File: config.mk
export PLATFORM = sky130hd
export DESIGN_NAME = hazard_ctrl_seq
export DESIGN_NICKNAME = d
export VERILOG_FILES = /design/src/rtl/hazard_pkg.sv /design/src/rtl/periph_wait_fsm.sv /design/src/rtl/hazard_ctrl_seq.sv
export SDC_FILE = /design/constraint.sdc
export NUM_CORES = 1
export LEC_CHECK = 0
export ABC_AREA = 1
export BUFFER_PORTS_ARGS = -buffer_cell sky130_fd_sc_hd__buf_2
export CAP_MARGIN = 25
export CORE_ASPECT_RATIO = 0.7
export CORE_MARGIN = 1
export CORE_UTILIZATION = 54
export CTS_CLUSTER_SIZE = 28
export DETAILED_ROUTE_END_ITERATION = 8
export GPL_ROUTABILITY_DRIVEN = 0
export HOLD_SLACK_MARGIN = 0.1
export MAX_ROUTING_LAYER = met4
export PLACE_DENSITY = 0.9
export SYNTH_ARGS = -nofsm -noshare
export SYNTH_HDL_FRONTEND = slang
export SYNTH_HIERARCHICAL = 1
export SYNTH_SLANG_ARGS = --single-unit
File: constraint.sdc
create_clock -name clk -period 4.3 [get_ports clk]
set_clock_uncertainty 0.15 [all_clocks]
set_input_delay 0.43 -clock clk [delete_from_list [all_inputs] [get_ports clk]]
set_output_delay 0.43 -clock clk [all_outputs]
set_load 0.01 [all_outputs]
File: src/rtl/hazard_pkg.sv
// hazard_pkg: shared forwarding codes, peripheral FSM states and defaults for the hazard controller
package hazard_pkg;
  localparam logic [1:0] FWD_RF  = 2'b00;
  localparam logic [1:0] FWD_WB  = 2'b01;
  localparam logic [1:0] FWD_MEM = 2'b10;
  localparam int SLOW_ID_DEF = 2;
  typedef enum logic {IDLE, WAIT} periph_state_t;
endpackage

File: src/rtl/periph_wait_fsm.sv
// periph_wait_fsm: tracks a slow peripheral access, aborts it on timeout and keeps a sticky error flag
module periph_wait_fsm
  import hazard_pkg::*;
#(
  parameter int TO_W = 16,
  parameter logic [TO_W-1:0] TO_MAX = 16'hFFFF
) (
  input  logic clk,
  input  logic rst_n,
  input  logic i_slow,
  input  logic i_done,
  input  logic i_err_clr,
  output logic o_pstall,
  output logic o_busy,
  output logic o_timeout_err
);
  if (TO_MAX < 2) begin : g_bad_to_max
    $error("periph_wait_fsm: TO_MAX must be at least 2");
  end
  localparam logic [TO_W-1:0] CNT_LAST = TO_MAX - 1'b1;
  periph_state_t r_state;
  logic [TO_W-1:0] r_cnt;
  logic r_err;
  logic w_wait, w_to_hit;
  assign w_wait   = (r_state == WAIT);
  assign w_to_hit = w_wait & (r_cnt == CNT_LAST);
  always_ff @(posedge clk or negedge rst_n)
    if (!rst_n) begin
      r_state <= IDLE;
      r_cnt   <= '0;
      r_err   <= 1'b0;
    end else begin
      // a timeout in the same cycle as err_clr must still be reported
      r_err <= (w_to_hit & ~i_done) | (r_err & ~i_err_clr);
      if (r_state == IDLE) begin
        r_cnt <= '0;
        if (i_slow & ~i_done) r_state <= WAIT;
      end else begin
        r_cnt <= (r_cnt == CNT_LAST) ? r_cnt : r_cnt + 1'b1;
        if (i_done | w_to_hit) r_state <= IDLE;
      end
    end
  assign o_pstall      = w_wait ? (~i_done & ~w_to_hit) : (i_slow & ~i_done);
  assign o_busy        = w_wait;
  assign o_timeout_err = r_err;
endmodule

File: src/rtl/hazard_ctrl_seq.sv
// hazard_ctrl_seq: RV32I 5-stage hazard unit with forwarding, load-use and slow-peripheral stalls
module hazard_ctrl_seq
  import hazard_pkg::*;
#(
  parameter int REG_AW = 5,
  parameter int PERIPH_W = 4,
  parameter logic [PERIPH_W-1:0] SLOW_ID = PERIPH_W'(SLOW_ID_DEF),
  parameter bit STORE_BLOCK = 1'b1,
  parameter int TO_W = 16,
  parameter logic [TO_W-1:0] TO_MAX = 16'hFFFF
) (
  input  logic              clk,
  input  logic              rst_n,
  input  logic [REG_AW-1:0] rs1_d,
  input  logic [REG_AW-1:0] rs2_d,
  input  logic [REG_AW-1:0] rs1_e,
  input  logic [REG_AW-1:0] rs2_e,
  input  logic [REG_AW-1:0] rd_e,
  input  logic [REG_AW-1:0] rd_m,
  input  logic [REG_AW-1:0] rd_w,
  input  logic              reg_write_m,
  input  logic              reg_write_w,
  input  logic              load_e,
  input  logic              pc_src_e,
  input  logic              periph_req,
  input  logic [PERIPH_W-1:0] periph_sel,
  input  logic              periph_store,
  input  logic              periph_done,
  input  logic              err_clr,
  output logic [1:0]        fwd_a_e,
  output logic [1:0]        fwd_b_e,
  output logic              flush_d,
  output logic              flush_e,
  output logic              stall_f,
  output logic              stall_d,
  output logic              stall_e,
  output logic              stall_m,
  output logic              stall_w,
  output logic              periph_busy,
  output logic              timeout_err
);
  logic w_lw_stall, w_slow, w_pstall;
  assign fwd_a_e = (rs1_e != '0 && rs1_e == rd_m && reg_write_m) ? FWD_MEM :
                   (rs1_e != '0 && rs1_e == rd_w && reg_write_w) ? FWD_WB : FWD_RF;
  assign fwd_b_e = (rs2_e != '0 && rs2_e == rd_m && reg_write_m) ? FWD_MEM :
                   (rs2_e != '0 && rs2_e == rd_w && reg_write_w) ? FWD_WB : FWD_RF;
  assign w_lw_stall = load_e & (rd_e != '0) & ((rs1_d == rd_e) | (rs2_d == rd_e));
  assign w_slow = periph_req & (periph_sel == SLOW_ID) & (~periph_store | STORE_BLOCK);
  periph_wait_fsm #(.TO_W(TO_W), .TO_MAX(TO_MAX)) u_wait (
    .clk(clk), .rst_n(rst_n), .i_slow(w_slow), .i_done(periph_done), .i_err_clr(err_clr),
    .o_pstall(w_pstall), .o_busy(periph_busy), .o_timeout_err(timeout_err)
  );
  assign stall_e = w_pstall;
  assign stall_m = w_pstall;
  assign stall_w = w_pstall;
  assign stall_f = w_pstall | w_lw_stall;
  assign stall_d = w_pstall | w_lw_stall;
  // a frozen back end holds the Execute instruction instead of flushing it
  assign flush_d = pc_src_e & ~w_pstall;
  assign flush_e = (pc_src_e | w_lw_stall) & ~w_pstall;
endmodule

Yosys cells after proc, flatten, opt, wreduce, memory -nomap -nowiden
Index checks and enable logic that the tools add are counted.
Storage, ports and cells
  register bits: 18
Operators by class
  add/sub/neg operators: 1
  equality and inequality tests: 9
  mux-type cells: 10
  bitwise logic cells: 19
  reductions and logical operators: 11
Operators by type and width (number)
  $mux W16: 2
  $eq A5 B5 Y1: 6
  $add A16 B1 Y16 const B: 1
  $eq A16 B16 Y1 const B: 1
  $reduce_bool A5 Y1: 3
  $and A1 B1 Y1: 10
  $logic_and A1 B1 Y1: 8
  $mux W1: 6
  $or A1 B1 Y1: 5
  $eq A4 B2 Y1 const B: 1
  $mux W2: 2
  $not A1 Y1: 4
  $ne A2 B2 Y1 const B: 1

Logic depth before layout (Yosys ltp)
  depth in word-level cells: 7
  depth in mapped cells: 9

By module
Netlist, hierarchy kept.
Modules (own cells, without submodules)
  periph_wait_fsm: instances 1, cells an instance 155, area each 1137.3 um^2, seq. area each 450.4 um^2
  hazard_ctrl_seq: instances 1, cells an instance 129, area each 594.3 um^2, seq. area each 0.0 um^2

Least setup slack after synthesis
No wires, ideal clock.
  path kind: register to output
  start: register u_wait.r_cnt[0]
  end: output port stall_f
  arrival time: 1592 ps
  data required time: 3720 ps
  slack: 2128 ps
  stages on the path, launching flop included: 9
  path buffers: 1
  cells stage by stage: dfrtp_1 > inv_1 > ha_1 > nand3_1 > nor3_2 > a21oi_1 > inv_1 > nand2_1 > buf_4
Between the ends
  word-level cells in the longest chain between the ends: 6
RTL lines
  from (decl): RTL line periph_wait_fsm.sv:22  | logic [TO_W-1:0] r_cnt;
  from (signal assigned): RTL line periph_wait_fsm.sv:39  | r_cnt <= (r_cnt == CNT_LAST) ? r_cnt : r_cnt + 1'b1;
  $eq A16 B16 Y1: RTL line periph_wait_fsm.sv:26  | assign w_to_hit = w_wait & (r_cnt == CNT_LAST);
  $and A1 B1 Y1: RTL line periph_wait_fsm.sv:26
  $not A1 Y1: RTL line periph_wait_fsm.sv:43  | assign o_pstall = w_wait ? (~i_done & ~w_to_hit) : (i_slow & ~i_done);
  $and A1 B1 Y1: RTL line periph_wait_fsm.sv:43
  $mux W1: RTL line periph_wait_fsm.sv:43
  named net stall_e: RTL line hazard_ctrl_seq.sv:36  | output logic stall_e,
  $or A1 B1 Y1
  to (decl): RTL line hazard_ctrl_seq.sv:34  | output logic stall_f,
The timed path passes the listed nets, and every way through them passes these cells.

Final worst setup path
  start: register u_wait.r_state (netlist: u_wait/o_busy)
  end: output port flush_e
Between the ends
  word-level cells in the longest chain between the ends: 6
RTL lines
  from (decl): RTL line periph_wait_fsm.sv:21  | periph_state_t r_state;
  from (signal assigned): RTL line periph_wait_fsm.sv:29  | r_state <= IDLE;
  from (signal assigned): RTL line periph_wait_fsm.sv:37  | if (i_slow & ~i_done) r_state <= WAIT;
  from (signal assigned): RTL line periph_wait_fsm.sv:40  | if (i_done | w_to_hit) r_state <= IDLE;
  $and A1 B1 Y1: RTL line periph_wait_fsm.sv:26
  $not A1 Y1: RTL line periph_wait_fsm.sv:43
  $and A1 B1 Y1: RTL line periph_wait_fsm.sv:43
  $mux W1 *: RTL line periph_wait_fsm.sv:43
  $not A1 Y1 *: RTL line hazard_ctrl_seq.sv:60  | assign flush_e = (pc_src_e | w_lw_stall) & ~w_pstall;
  $and A1 B1 Y1 *: RTL line hazard_ctrl_seq.sv:60
  to (decl): RTL line hazard_ctrl_seq.sv:33  | output logic flush_e,
Every way passes the cells marked *; elsewhere a longest branch is shown, timed or not.

==> results.yml <==
cts:
  cts.sinks: 18
  clk_pin_slew_ns: 0.07
  clock_latency_ns: 0.26
  ctsHtreeMaxLevel: 1
  ctsResizeCount: 0
  cts_buffers: 3
  cts-root-buf: "clkbuf_8"
  clk_path_buf_depth: 2
  tritoncts: "yes"
  postCtsSetupBuffers: 0
drt:
  drt_iter0_drc: 151
  wl_per_cell_um: 11.29
  drc_errors: 0
  antenna_left: 0
  first_pass_iters: 5
  finalWirelength_um: 4266
  route.vias.total: 1998
  viasPerCell: 5.286
global_routing:
  antenna_found_initial: 0
  grt_start_max_net_pins: 24
  gr-usage-all-layers_pct: 27.71
  grt_pass1_wl_um: 7527
  overflow: 0
  grt_pass1_vias: 1759
finish:
  fin_area_sq_um: 2096
  n_fill_cell: 250
  diodes: 0
  area_growth_pct: 21.03
  final_layout_size_suffix_gt1_share_pct: 25.73
  final_nets: 394
setup_path:
  critPathRequiredTime_ns: 3.72
  r2r-start: "u_wait/r_cnt[1]$_DFFE_PN0P_"
  end_kind: "output pin"
  slowest_delay_ns: 0.85
  path_common_cell: "nand2_1"
  crit_slowest_cell: "dfrtp_1"
  rr_worst_depth: 6
  cp.arrival_ns: 2.06
  rr_endpoint: "u_wait/r_cnt[8]$_DFFE_PN0P_"
  critical_path_class: "register to output pin"
  path_max_fanout: 23
  crit_chain: "o21ai_0 -> a21oi_1 -> inv_1 -> nand2_1 -> nand2_1 -> buf_2"
  r2r_setup_slack_ns: 2.57
  setup.worst_path.start_class: "register"
synthesis:
  synth_top_area_share_pct: 26.01
  synth_area_sq_um: 1732
  syn_inst: 284
  ys_types: 33
  synthArstFlopShare_pct: 100.0
  synth_seq_area_share_pct: 26.01
  yosys_register_bits: 18
  synth_top_area_cell: "dfrtp_1"
  yosysWarningCount: 6
  syn_avg_cell_area_sq_um: 6.097
  ys_top_cells_by_area: "dfrtp_1, nand2_1, nand3_1"
  yosys_most_used_dff: "dfrtp_1"
  synth-edff-count: 0
  synth_fp_nets: 335
  yosysMostFrequentCell: "nand2_1"
  synth_common_cells: "nand2_1, inv_1, nor2_1"
min_path:
  min_path_cells: 4
  hold_path.class: "primary input to register"
  hold_end: "u_wait/o_timeout_err$_DFF_PN0_"
  min_from: "err_clr"
die:
  coreArea_sq_um: 2923
  start_util_pct: 59.25
  rows: 16
  dieWidth_um: 69.69
  pin_count: 62
  die_area_sq_um: 3441
  die_h_um: 49.38
timing:
  setup_violations: 0
  slew_headroom_pct: 47.87
  tightest_slew_ns: 0.7819
  fin_tns_setup_ns: 0
  hold_violations: 0
  fin_crit_sh_pct: 61.34
  layout_min_cycle_time_ns: 2.638
  rsz0062_at_grt: "false"
  max_freq_ghz: 0.3791
  slew_viol_final: 0
power_and_ir_drop:
  switching_share_pct: 26.89
  combPwrFrac_pct: 20.9
  power_density_nw_per_um2: 188.0
  finalPower_uw: 394.1
  p_leak_nw: 1.208
  p_sw_uw: 106.0
  power.internal_uw: 288.1
  pwr-share-seq_pct: 43.5
  p_clk_share_pct: 35.7
  ir_worst_vdd_mv: 0.1013
placement:
  port_buffers: 60
  placed_area_sq_um: 2031
  hpwl_um: 3470
run_status:
  outcome: "finished clean"
flow_run:
  cap_violations: 0
## critical path: cells and delay by family, from the launching register on
family / cells / cell delay, ns
buffers and inverters: 2 / 0.26
flip-flops: 1 / 0.85
AO/OA/AOI/OAI: 2 / 0.52
AND/OR/NAND/NOR: 2 / 0.16
## through the flow
stage                     std cells  hold slack, ns  util [%]  setup slack (ns)
after global placement          373          0.2290     69.48             2.030
final                           378          0.2706     71.70             1.662
after detailed placement        373          0.2348     69.48             1.979
after global routing            378          0.2905     71.70             1.427
after floorplan                 284        -0.01559         -             2.128
after CTS                       378          0.2696     71.70             1.674
## logic make-up after synthesis
family          count (synthesis)  share of synthesized area (%)
simple gates                  189                          50.14
buf+inv                        48                          11.56
xor+xnor                        9                          4.552
compound gates                 18                          6.286
fa+ha+maj                       2                          1.445
flops                          18                          26.01
## cell usage in the layout (no fill, tap or decap)
master         synthesis  routed
nand2_1               90      90
buf_2                  1      60
nor2_1                33      33
inv_1                 33      33
nand3_1               31      31
dfrtp_1               18      18
nand4_1               13      13
inv_2                  7       7
xor2_1                 6       6
nand2_2                5       5
o22ai_1                4       4
o21ai_0                4       4
clkbuf_8               0       4
or2_2                  4       4
o21bai_1               4       4
o21ai_1                3       3
nor3_1                 3       3
xnor2_1                3       3
nor2_2                 2       2
a21oi_1                2       2
ha_1                   2       2
a21oi_2                1       1
and3_1                 1       1
nor3b_1                1       1
clkinv_1               1       1
dlygate4sd3_1          0       1
nor2_4                 1       1
nor3_2                 1       1
and3b_2                1       1
nor3_4                 1       1
nand3_4                1       1
nand3b_1               1       1
## power by group through the flow
stage	clock network [mW]	logic, mW	registers (mW)
detailed placement	0	0.0814	0.174
global route	0.147	0.0944	0.171
global placement	0	0.0791	0.175
floorplan	0	0.0413	0.174
finish	0.141	0.0822	0.171
CTS	0.143	0.0822	0.171
## registers in the layout, summed over array words and instances, names as in the netlist
signal                cells
u_wait/r_cnt             16
u_wait/o_busy             1
u_wait/o_timeout_err      1
## timing repair
| item | in CTS | in global routing |
|---|---|---|
| endpoints found under the hold margin | 18 | 0 |
| hold buffers | 1 | 0 |
| endpoints found under the setup margin | 0 | 0 |
## final cells by class
class	instances	area, sq um	share of cell area [%]
timing repair buffer	61	310.3	14.81
clock buffer	4	55.05	2.627
inverter	41	153.9	7.343
tap	36	45.04	2.149
sequential	18	450.4	21.49
multi-input combinational	218	1081	51.58
## how the worst max path moves through the flow
stage / end / cells after the start / startpoint
floorplan: stall_f / 8 / u_wait/r_cnt[0]$_DFFE_PN0P_
global placement: flush_e / 6 / u_wait/o_busy$_DFF_PN0_
detailed placement: flush_e / 6 / u_wait/o_busy$_DFF_PN0_
CTS: flush_e / 6 / u_wait/o_busy$_DFF_PN0_
global route: flush_e / 6 / u_wait/o_busy$_DFF_PN0_
finish: flush_e / 6 / u_wait/o_busy$_DFF_PN0_
## routing by layer
metal / global-route usage (%) / share of wire (%) / wire length [um] / up-vias
li1: - / - / - / 1020
met1: 37.00 / 48 / 2030 / 886
met2: 45.47 / 45 / 1919 / 83
met3: 4.132 / 6.3 / 269 / 9
met4: 5.000 / 1.1 / 46 / 0
met5: - / 0 / 0 / -
Power figures use the tool's default switching activity.
